--- src/rtl/ip_mem_bus_arbiter_pkg.sv ---
// ---------------------------------------------------------------------------
// ip_mem_bus_arbiter_pkg
// Shared definitions for the two-requester memory bus arbiter:
//   - state_t          : FSM state encoding (IDLE / READ / WRITE / GAP)
//   - TIMEOUT_DEFAULT  : default number of read-wait cycles before abort
//   - TIMEOUT_RDATA    : read data returned to a requester on a timed-out read
// ---------------------------------------------------------------------------
package ip_mem_bus_arbiter_pkg;

  localparam int unsigned TIMEOUT_DEFAULT = 15;

  localparam logic [7:0] TIMEOUT_RDATA = 8'hFF;

  typedef enum logic [1:0] {
    ST_IDLE  = 2'd0,
    ST_READ  = 2'd1,
    ST_WRITE = 2'd2,
    ST_GAP   = 2'd3
  } state_t;

endpackage

--- src/rtl/ip_mem_bus_arbiter.sv ---
// ---------------------------------------------------------------------------
// ip_mem_bus_arbiter
// Arbitrates two requesters (m0, m1) onto one shared memory bus. Each
// transaction is a single read or write strobe, followed by a one-cycle GAP
// so that slaves, which detect rising strobe edges, always see a low cycle
// between transactions. Ties are resolved round-robin; reads that get no
// bus_read_ready within TIMEOUT strobe cycles return 8'hFF.
//
// Parameters
//   TIMEOUT           read-wait cycles before abort (2..255)
// Ports
//   clk               system clock
//   n_reset           synchronous, active-low reset
//   mN_address[15:0]  requester N address            (N = 0, 1)
//   mN_wdata[7:0]     requester N write data
//   mN_read           requester N read request (level, held until ack)
//   mN_write          requester N write request (level, held until ack)
//   mN_ack            requester N one-cycle completion pulse
//   mN_rdata[7:0]     requester N read result, valid while mN_ack = 1
//   bus_address       shared address, held from grant to next grant
//   bus_write_data    shared write data, held from grant to next grant
//   bus_memory_read   shared read strobe
//   bus_memory_write  shared write strobe
//   bus_read_ready    slave read-data valid pulse
//   bus_read_data     slave read data (OR of all slaves)
// All outputs are registered.
// ---------------------------------------------------------------------------
module ip_mem_bus_arbiter
  import ip_mem_bus_arbiter_pkg::*;
#(
  parameter int unsigned TIMEOUT = TIMEOUT_DEFAULT
) (
  input  logic        clk,
  input  logic        n_reset,
  input  logic [15:0] m0_address,
  input  logic [7:0]  m0_wdata,
  input  logic        m0_read,
  input  logic        m0_write,
  output logic        m0_ack,
  output logic [7:0]  m0_rdata,
  input  logic [15:0] m1_address,
  input  logic [7:0]  m1_wdata,
  input  logic        m1_read,
  input  logic        m1_write,
  output logic        m1_ack,
  output logic [7:0]  m1_rdata,
  output logic [15:0] bus_address,
  output logic [7:0]  bus_write_data,
  output logic        bus_memory_read,
  output logic        bus_memory_write,
  input  logic        bus_read_ready,
  input  logic [7:0]  bus_read_data
);

  // Counter value of the last strobe cycle a read is allowed to wait.
  localparam logic [7:0] WAIT_LAST = 8'(TIMEOUT - 1);

  state_t      state;
  state_t      state_next;
  logic [7:0]  wait_cnt;
  logic [7:0]  wait_cnt_next;
  logic        grant;        // requester owning the current transaction
  logic        grant_next;
  logic        last_grant;   // requester granted most recently (1 => m0 wins next tie)
  logic        last_grant_next;

  logic [15:0] address_next;
  logic [7:0]  write_data_next;
  logic        memory_read_next;
  logic        memory_write_next;
  logic        m0_ack_next;
  logic        m1_ack_next;
  logic [7:0]  m0_rdata_next;
  logic [7:0]  m1_rdata_next;

  logic        req0;
  logic        req1;
  logic        sel;          // requester picked if a grant happens this cycle
  logic        sel_read;     // picked request is a read (read wins over write)
  logic        read_expired;

  assign req0         = m0_read | m0_write;
  assign req1         = m1_read | m1_write;
  assign sel          = (req0 & req1) ? ~last_grant : req1;
  assign sel_read     = sel ? m1_read : m0_read;
  assign read_expired = (wait_cnt == WAIT_LAST);

  // State and registered-output flops with synchronous active-low reset.
  always_ff @(posedge clk) begin
    if (!n_reset) begin
      state            <= ST_IDLE;
      wait_cnt         <= 8'd0;
      grant            <= 1'b0;
      last_grant       <= 1'b1;
      bus_address      <= 16'h0000;
      bus_write_data   <= 8'h00;
      bus_memory_read  <= 1'b0;
      bus_memory_write <= 1'b0;
      m0_ack           <= 1'b0;
      m1_ack           <= 1'b0;
      m0_rdata         <= 8'h00;
      m1_rdata         <= 8'h00;
    end else begin
      state            <= state_next;
      wait_cnt         <= wait_cnt_next;
      grant            <= grant_next;
      last_grant       <= last_grant_next;
      bus_address      <= address_next;
      bus_write_data   <= write_data_next;
      bus_memory_read  <= memory_read_next;
      bus_memory_write <= memory_write_next;
      m0_ack           <= m0_ack_next;
      m1_ack           <= m1_ack_next;
      m0_rdata         <= m0_rdata_next;
      m1_rdata         <= m1_rdata_next;
    end
  end

  // Next-state logic.
  always_comb begin
    state_next = state;
    case (state)
      ST_IDLE: begin
        if (req0 | req1) begin
          state_next = sel_read ? ST_READ : ST_WRITE;
        end else begin
          state_next = ST_IDLE;
        end
      end
      ST_READ: begin
        if (bus_read_ready | read_expired) begin
          state_next = ST_GAP;
        end else begin
          state_next = ST_READ;
        end
      end
      ST_WRITE: state_next = ST_GAP;
      ST_GAP:   state_next = ST_IDLE;
      default:  state_next = ST_IDLE;
    endcase
  end

  // Next values of the registered outputs and datapath state.
  // Strobes and acks default low, so GAP drops both and clears the ack.
  always_comb begin
    address_next      = bus_address;
    write_data_next   = bus_write_data;
    memory_read_next  = 1'b0;
    memory_write_next = 1'b0;
    m0_ack_next       = 1'b0;
    m1_ack_next       = 1'b0;
    m0_rdata_next     = m0_rdata;
    m1_rdata_next     = m1_rdata;
    wait_cnt_next     = wait_cnt;
    grant_next        = grant;
    last_grant_next   = last_grant;
    case (state)
      ST_IDLE: begin
        if (req0 | req1) begin
          grant_next        = sel;
          last_grant_next   = sel;
          address_next      = sel ? m1_address : m0_address;
          write_data_next   = sel ? m1_wdata : m0_wdata;
          memory_read_next  = sel_read;
          memory_write_next = ~sel_read;
          wait_cnt_next     = 8'd0;
        end else begin
          wait_cnt_next     = wait_cnt;
        end
      end
      ST_READ: begin
        if (bus_read_ready) begin
          if (grant) begin
            m1_ack_next   = 1'b1;
            m1_rdata_next = bus_read_data;
          end else begin
            m0_ack_next   = 1'b1;
            m0_rdata_next = bus_read_data;
          end
        end else if (read_expired) begin
          if (grant) begin
            m1_ack_next   = 1'b1;
            m1_rdata_next = TIMEOUT_RDATA;
          end else begin
            m0_ack_next   = 1'b1;
            m0_rdata_next = TIMEOUT_RDATA;
          end
        end else begin
          memory_read_next = 1'b1;
          wait_cnt_next    = wait_cnt + 8'd1;
        end
      end
      ST_WRITE: begin
        if (grant) begin
          m1_ack_next = 1'b1;
        end else begin
          m0_ack_next = 1'b1;
        end
      end
      ST_GAP: begin
        wait_cnt_next = wait_cnt;
      end
      default: begin
        wait_cnt_next = 8'd0;
      end
    endcase
  end

endmodule

--- config.mk ---
export PLATFORM = sky130hd
export DESIGN_NAME = ip_mem_bus_arbiter
export DESIGN_NICKNAME = d
export VERILOG_FILES = /design/src/rtl/ip_mem_bus_arbiter_pkg.sv /design/src/rtl/ip_mem_bus_arbiter.sv
export SDC_FILE = /design/constraint.sdc
export NUM_CORES = 1
export LEC_CHECK = 0
export BUFFER_PORTS_ARGS = -buffer_cell sky130_fd_sc_hd__buf_2
export CAP_MARGIN = 15
export CORE_MARGIN = 1.5
export CORE_UTILIZATION = 45
export DETAILED_ROUTE_END_ITERATION = 10
export GPL_ROUTABILITY_DRIVEN = 0
export PLACE_DENSITY = 0.76
export SETUP_SLACK_MARGIN = 0.15
export SYNTH_ARGS = -nofsm -noshare
export SYNTH_HDL_FRONTEND = slang
export SYNTH_SLANG_ARGS = --single-unit
--- constraint.sdc ---
create_clock -name clk -period 2.08 [get_ports clk]
set_input_delay 0.312 -clock clk [delete_from_list [all_inputs] [get_ports clk]]
set_output_delay 0.312 -clock clk [all_outputs]
set_load 0.01 [all_outputs]
Word level (Yosys, flattened, before mapping):

Cells that the tools add are included.

* output and inout port bits: 44
* word-level logic and storage cells: 68
* bits in registers: 56

* add/subtract/negate cells: 1
* equal/unequal tests: 7
* mux-type cells: 32
* bitwise logic cells: 8
* reduce and logical (&&, ||, !) cells: 8

Operator list (count)
* 8-bit 2-to-1 mux: 12
* 16-bit 2-to-1 mux: 1
* 8-bit one-hot mux with 2 select lines: 1
* 1-bit 2-to-1 mux: 11
* 3-bit AND reduction: 3
* 8-bit by 1-bit adder with 8-bit output, second input constant: 1
* 8-bit by 4-bit == test with 1-bit output, second input constant: 1
* 2-bit one-hot mux with 4 select lines: 1
* 2-bit 2-to-1 mux: 3
* 2-bit inequality test, second input constant: 3
* 1-bit one-hot mux with 2 select lines: 3
* 2-bit == test, second input constant: 2
* 1-bit OR: 4
* 4-bit AND reduction: 1
* 2-bit nonzero test: 2
* 1-bit NOT: 3
* 2-bit by 1-bit == test with 1-bit output, second input constant: 1
* 2-bit zero test: 1
* 2-bit AND reduction: 1
* 1-bit bitwise AND: 1

Logic depth before layout (Yosys ltp):

* word-level depth: 7
* depth in mapped cells: 8
* depth with buffers taken out: 6

Worst setup path before layout:

Ideal clock, no wire load.

* path type: reg2reg
* from: register state[0]
* to: register wait_cnt[6]
* setup time: 0.073 ns
* required time: 2.007 ns
* period minus slack after synthesis: 1.806 ns
* cell stages (with the launch flop): 7
* arrival time: 1.733 ns
* slack: 0.274 ns
* cell sequence: dfxtp_1 inv_1 ha_1 o2111a_1 o21ai_0 or4_2 a21oi_1

* word-level cells in the longest chain between the ends: 3

RTL lines
* start: declaration: RTL line ip_mem_bus_arbiter.sv:58 `state_t state;`
* start signal: assignment: RTL line ip_mem_bus_arbiter.sv:104 `state <= state_next;`
* 2-bit by 1-bit == test with 1-bit output / 2-bit zero test (equally long branches): RTL line ip_mem_bus_arbiter.sv:157 `case (state)`
* 2-bit inequality test (no line) / 2-bit nonzero test (equally long branches)
* 4-bit AND reduction (no line)
* end signal: assignment: RTL line ip_mem_bus_arbiter.sv:105 `wait_cnt <= wait_cnt_next;`
* end: declaration: RTL line ip_mem_bus_arbiter.sv:60 `logic [7:0] wait_cnt;`

Several ways; a longest one is shown, not always the timed one.
A chain may end at the register's enable or synchronous reset.

Worst setup path after layout:

* from: register state[1]
* to: register m1_ack

* word-level cells in the longest chain between the ends: 2

RTL lines
* 2-bit == test / 2-bit by 1-bit == test with 1-bit output (equally long branches): RTL line ip_mem_bus_arbiter.sv:157
* 1-bit one-hot mux with 2 select lines (*): RTL line ip_mem_bus_arbiter.sv:157
* end signal: assignment: RTL line ip_mem_bus_arbiter.sv:113 `m1_ack <= m1_ack_next;`
* end: declaration: RTL line ip_mem_bus_arbiter.sv:45 `output logic m1_ack,`

Every way passes the cells marked *; elsewhere a longest branch is shown, timed or not.

==> flow_metrics.tcl <==
set metrics [dict create \
    status "complete, no violations" \
    hpwl_um 4400 \
    tightest_slew_ps 996 \
    ys_seq_area_frac 0.438 \
    avgRoutedWirePerCell_um 13.9 \
    synth_ff_type "dfxtp_1" \
    pwr-share-seq 0.389 \
    fin_crit_ps 1870 \
    antenna_found_initial 0 \
    final_cell_mix "106 x buf_2, 54 x dfxtp_1, 29 x nor2_1" \
    max-vdd-ir-drop_mv 0.707 \
    synth_nets 339 \
    placed_cell_area_um2 3150 \
    layout_commonest_cell "buf_2" \
    criticalPathCategory "register to register" \
    holdPathStages 3 \
    path_common_cell "buf_4" \
    routed_wl_um 6210 \
    internal_power_mw 2.37 \
    cts.sinks 56 \
    r2r_setup_slack_ps 210 \
    fmax_mhz 536 \
    slew_headroom 0.333 \
    path_max_fanout 8 \
    yosys.area.top_type "dfxtp_1" \
    hold_class "primary input to register" \
    yosys.area.top_type_share 0.438 \
    power.share.switching 0.393 \
    syn_area_um2 2560 \
    grt_pass1_vias 2234 \
    ys_seq_elements 56 \
    p_per_area_nw_per_um2 1170 \
    clkLatencyLatePin_ps 310 \
    numPortBuffers 106 \
    max_stage_delay_ps 470 \
    yosys-top-cells-area "dfxtp_1 44%, mux2i_1 10%, a211oi_1 7.0%, nor2_1 4.4%, a21oi_1 3.7%" \
    startpoint_type "register" \
    detail-route-antenna-nets 0 \
    nets 444 \
    grt_pass1_wl_um 10100 \
    crit_required_ps 2330 \
    globalRouteOverflowTotal 0 \
    root_buffer "clkbuf_8" \
    die_h_um 78.4 \
    drt_iter0_drc 100 \
    dieWidth_um 78.4 \
    via_count 2433 \
    ioPinCount 107 \
    slowest_stage "or4b_4" \
    netlist_instances 270 \
    min_to "m1_rdata[7]" \
    grt_start_max_net_pins 26 \
    cts_max_path_buffers 2 \
    drtPass1Iterations 4 \
    crit_arrival_ps 2110 \
    drv_slew 0 \
    start_util 0.465 \
    cp_cell_sequence "inv_2 > ha_4 > or4b_4 > o21ai_4 > buf_4 > buf_4 > o211ai_1 > nor2_1" \
    ys_warn_count 0 \
    critPathCaptureType "register" \
    final_layout_size_suffix_gt1_frac 0.394 \
    yosys.cell_types.count 43 \
    n_antenna_cell 0 \
    hold_viol 0 \
    area_growth_pct 30.1 \
    hp-start "bus_read_data[7]" \
    grt_setup_unrepaired "true" \
    cts_tree "yes" \
    viasPerCell 5.43 \
    drcViolationCount 0 \
    coreArea_um2 5510 \
    fin_area_um2 3330 \
    p_comb_frac 0.448 \
    p_leak_nw 1.65 \
    cts_made_buffers 5 \
    power.switching_mw 1.53 \
    finalSetupTns_ps 0 \
    fin_crit_sh 0.897 \
    async_flop_share 0 \
    reg2reg_to "m1_ack" \
    finalSetupViolCount 0 \
    worst-r2r-cell-count 8 \
    maxCapViolCount 0 \
    clockPowerShare 0.163 \
    clk_pin_slew_ps 100 \
    track_usage 0.204 \
    skew_ps 8.36 \
    synth-edff-count 0 \
    rows 27 \
    avgSynthCellArea_um2 9.48 \
    reg2reg_from "state[1]" \
    dieArea_um2 6150 \
    htreeDepth 2 \
]
-- state kept, by name, indices dropped and copies added, names as in the netlist, 2 cells and up --
name            count
m1_rdata            8
bus_write_data      8
m0_rdata            8
bus_address        16
wait_cnt            8
state               2
-- synthesized netlist by cell type, types with 2 or more instances --
master / n
dfxtp_1: 56
nor2_1: 30
mux2i_1: 26
a211oi_1: 24
a21oi_1: 19
inv_1: 14
clkbuf_1: 10
nand4_1: 9
nand2_1: 8
o211a_1: 8
a311oi_1: 7
ha_1: 6
o31ai_1: 6
buf_2: 5
o21ai_0: 5
or4_1: 4
nand3_1: 3
or4_2: 3
and2_1: 2
buf_1: 2
-- critical path, delay by kind of cell, from the launching register on --
family                   cells  cell delay (ps)
adder cells (fa/ha/maj)      1              150
AND/OR/NAND/NOR              2              600
AO/OA/AOI/OAI                2              350
flip-flops                   1              340
buffers and inverters        3              360
-- power groups by stage --
stage / Sequential [mW] / Clock [mW] / Combinational [mW]
final: 1.52 / 0.639 / 1.75
after floorplan: 1.64 / 0 / 0.994
after global placement: 1.52 / 0 / 1.60
after global routing: 1.55 / 0.687 / 1.93
after detailed placement: 1.52 / 0 / 1.65
after CTS: 1.52 / 0.650 / 1.73
-- through the flow --
stage | cells | worst slack [ps] | util | hold slack [ps] | power, mW
after floorplan | 270 | 274 | - | 460 | 2.64
after global placement | 436 | 151 | 0.572 | 483 | 3.13
after detailed placement | 436 | 57.1 | 0.572 | 485 | 3.17
after CTS | 446 | 162 | 0.598 | 276 | 3.90
after global routing | 448 | 154 | 0.604 | 285 | 4.16
final | 448 | 215 | 0.604 | 281 | 3.91
-- routing by layer --
layer	up-vias	part of all wire	track usage
li1	1212	-	-
met3	7	0.060	0.0500
met1	1118	0.44	0.236
met2	96	0.49	0.366
met4	0	0.012	0.0661
met5	-	0	0
-- area by class of cell --
class | instances | area [um2]
multi-input cells | 180 | 1340
inverters | 15 | 56.3
clock buffers | 6 | 82.6
clock inverters | 2 | 13.8
well taps | 72 | 90.1
repair buffers | 117 | 617
flip-flops and latches | 56 | 1130
fillers | 458 | 2180
-- timing repair --
item | CTS | global route
endpoints found under the setup margin | 45 | 47
gates resized for setup | 10 | 8
hold buffers | 0 | 0
pin swaps | 3 | 3
cloned | 1 | 0
buffers inserted | 1 | 2
-- cells by family (layout without fill, tap and decap cells) --
group / after synthesis / in the layout / share of synthesized area
flops: 56 / 56 / 0.438
fa+ha+maj: 6 / 6 / 0.0293
simple gates: 67 / 68 / 0.134
compound gates: 80 / 80 / 0.234
buf+inv: 35 / 140 / 0.0626
mux: 26 / 26 / 0.102
-- how the worst max path moves through the flow --
stage	slack (ps)	end	start
floorplan	270	wait_cnt[6]	state[0]
global placement	150	m1_rdata[7]	state[1]
detailed placement	60	wait_cnt[7]	state[0]
CTS	160	m1_rdata[1]	state[1]
global route	150	m1_ack	state[1]
finish	210	m1_ack	state[1]
No activity file was read; power rests on OpenSTA's default activity.
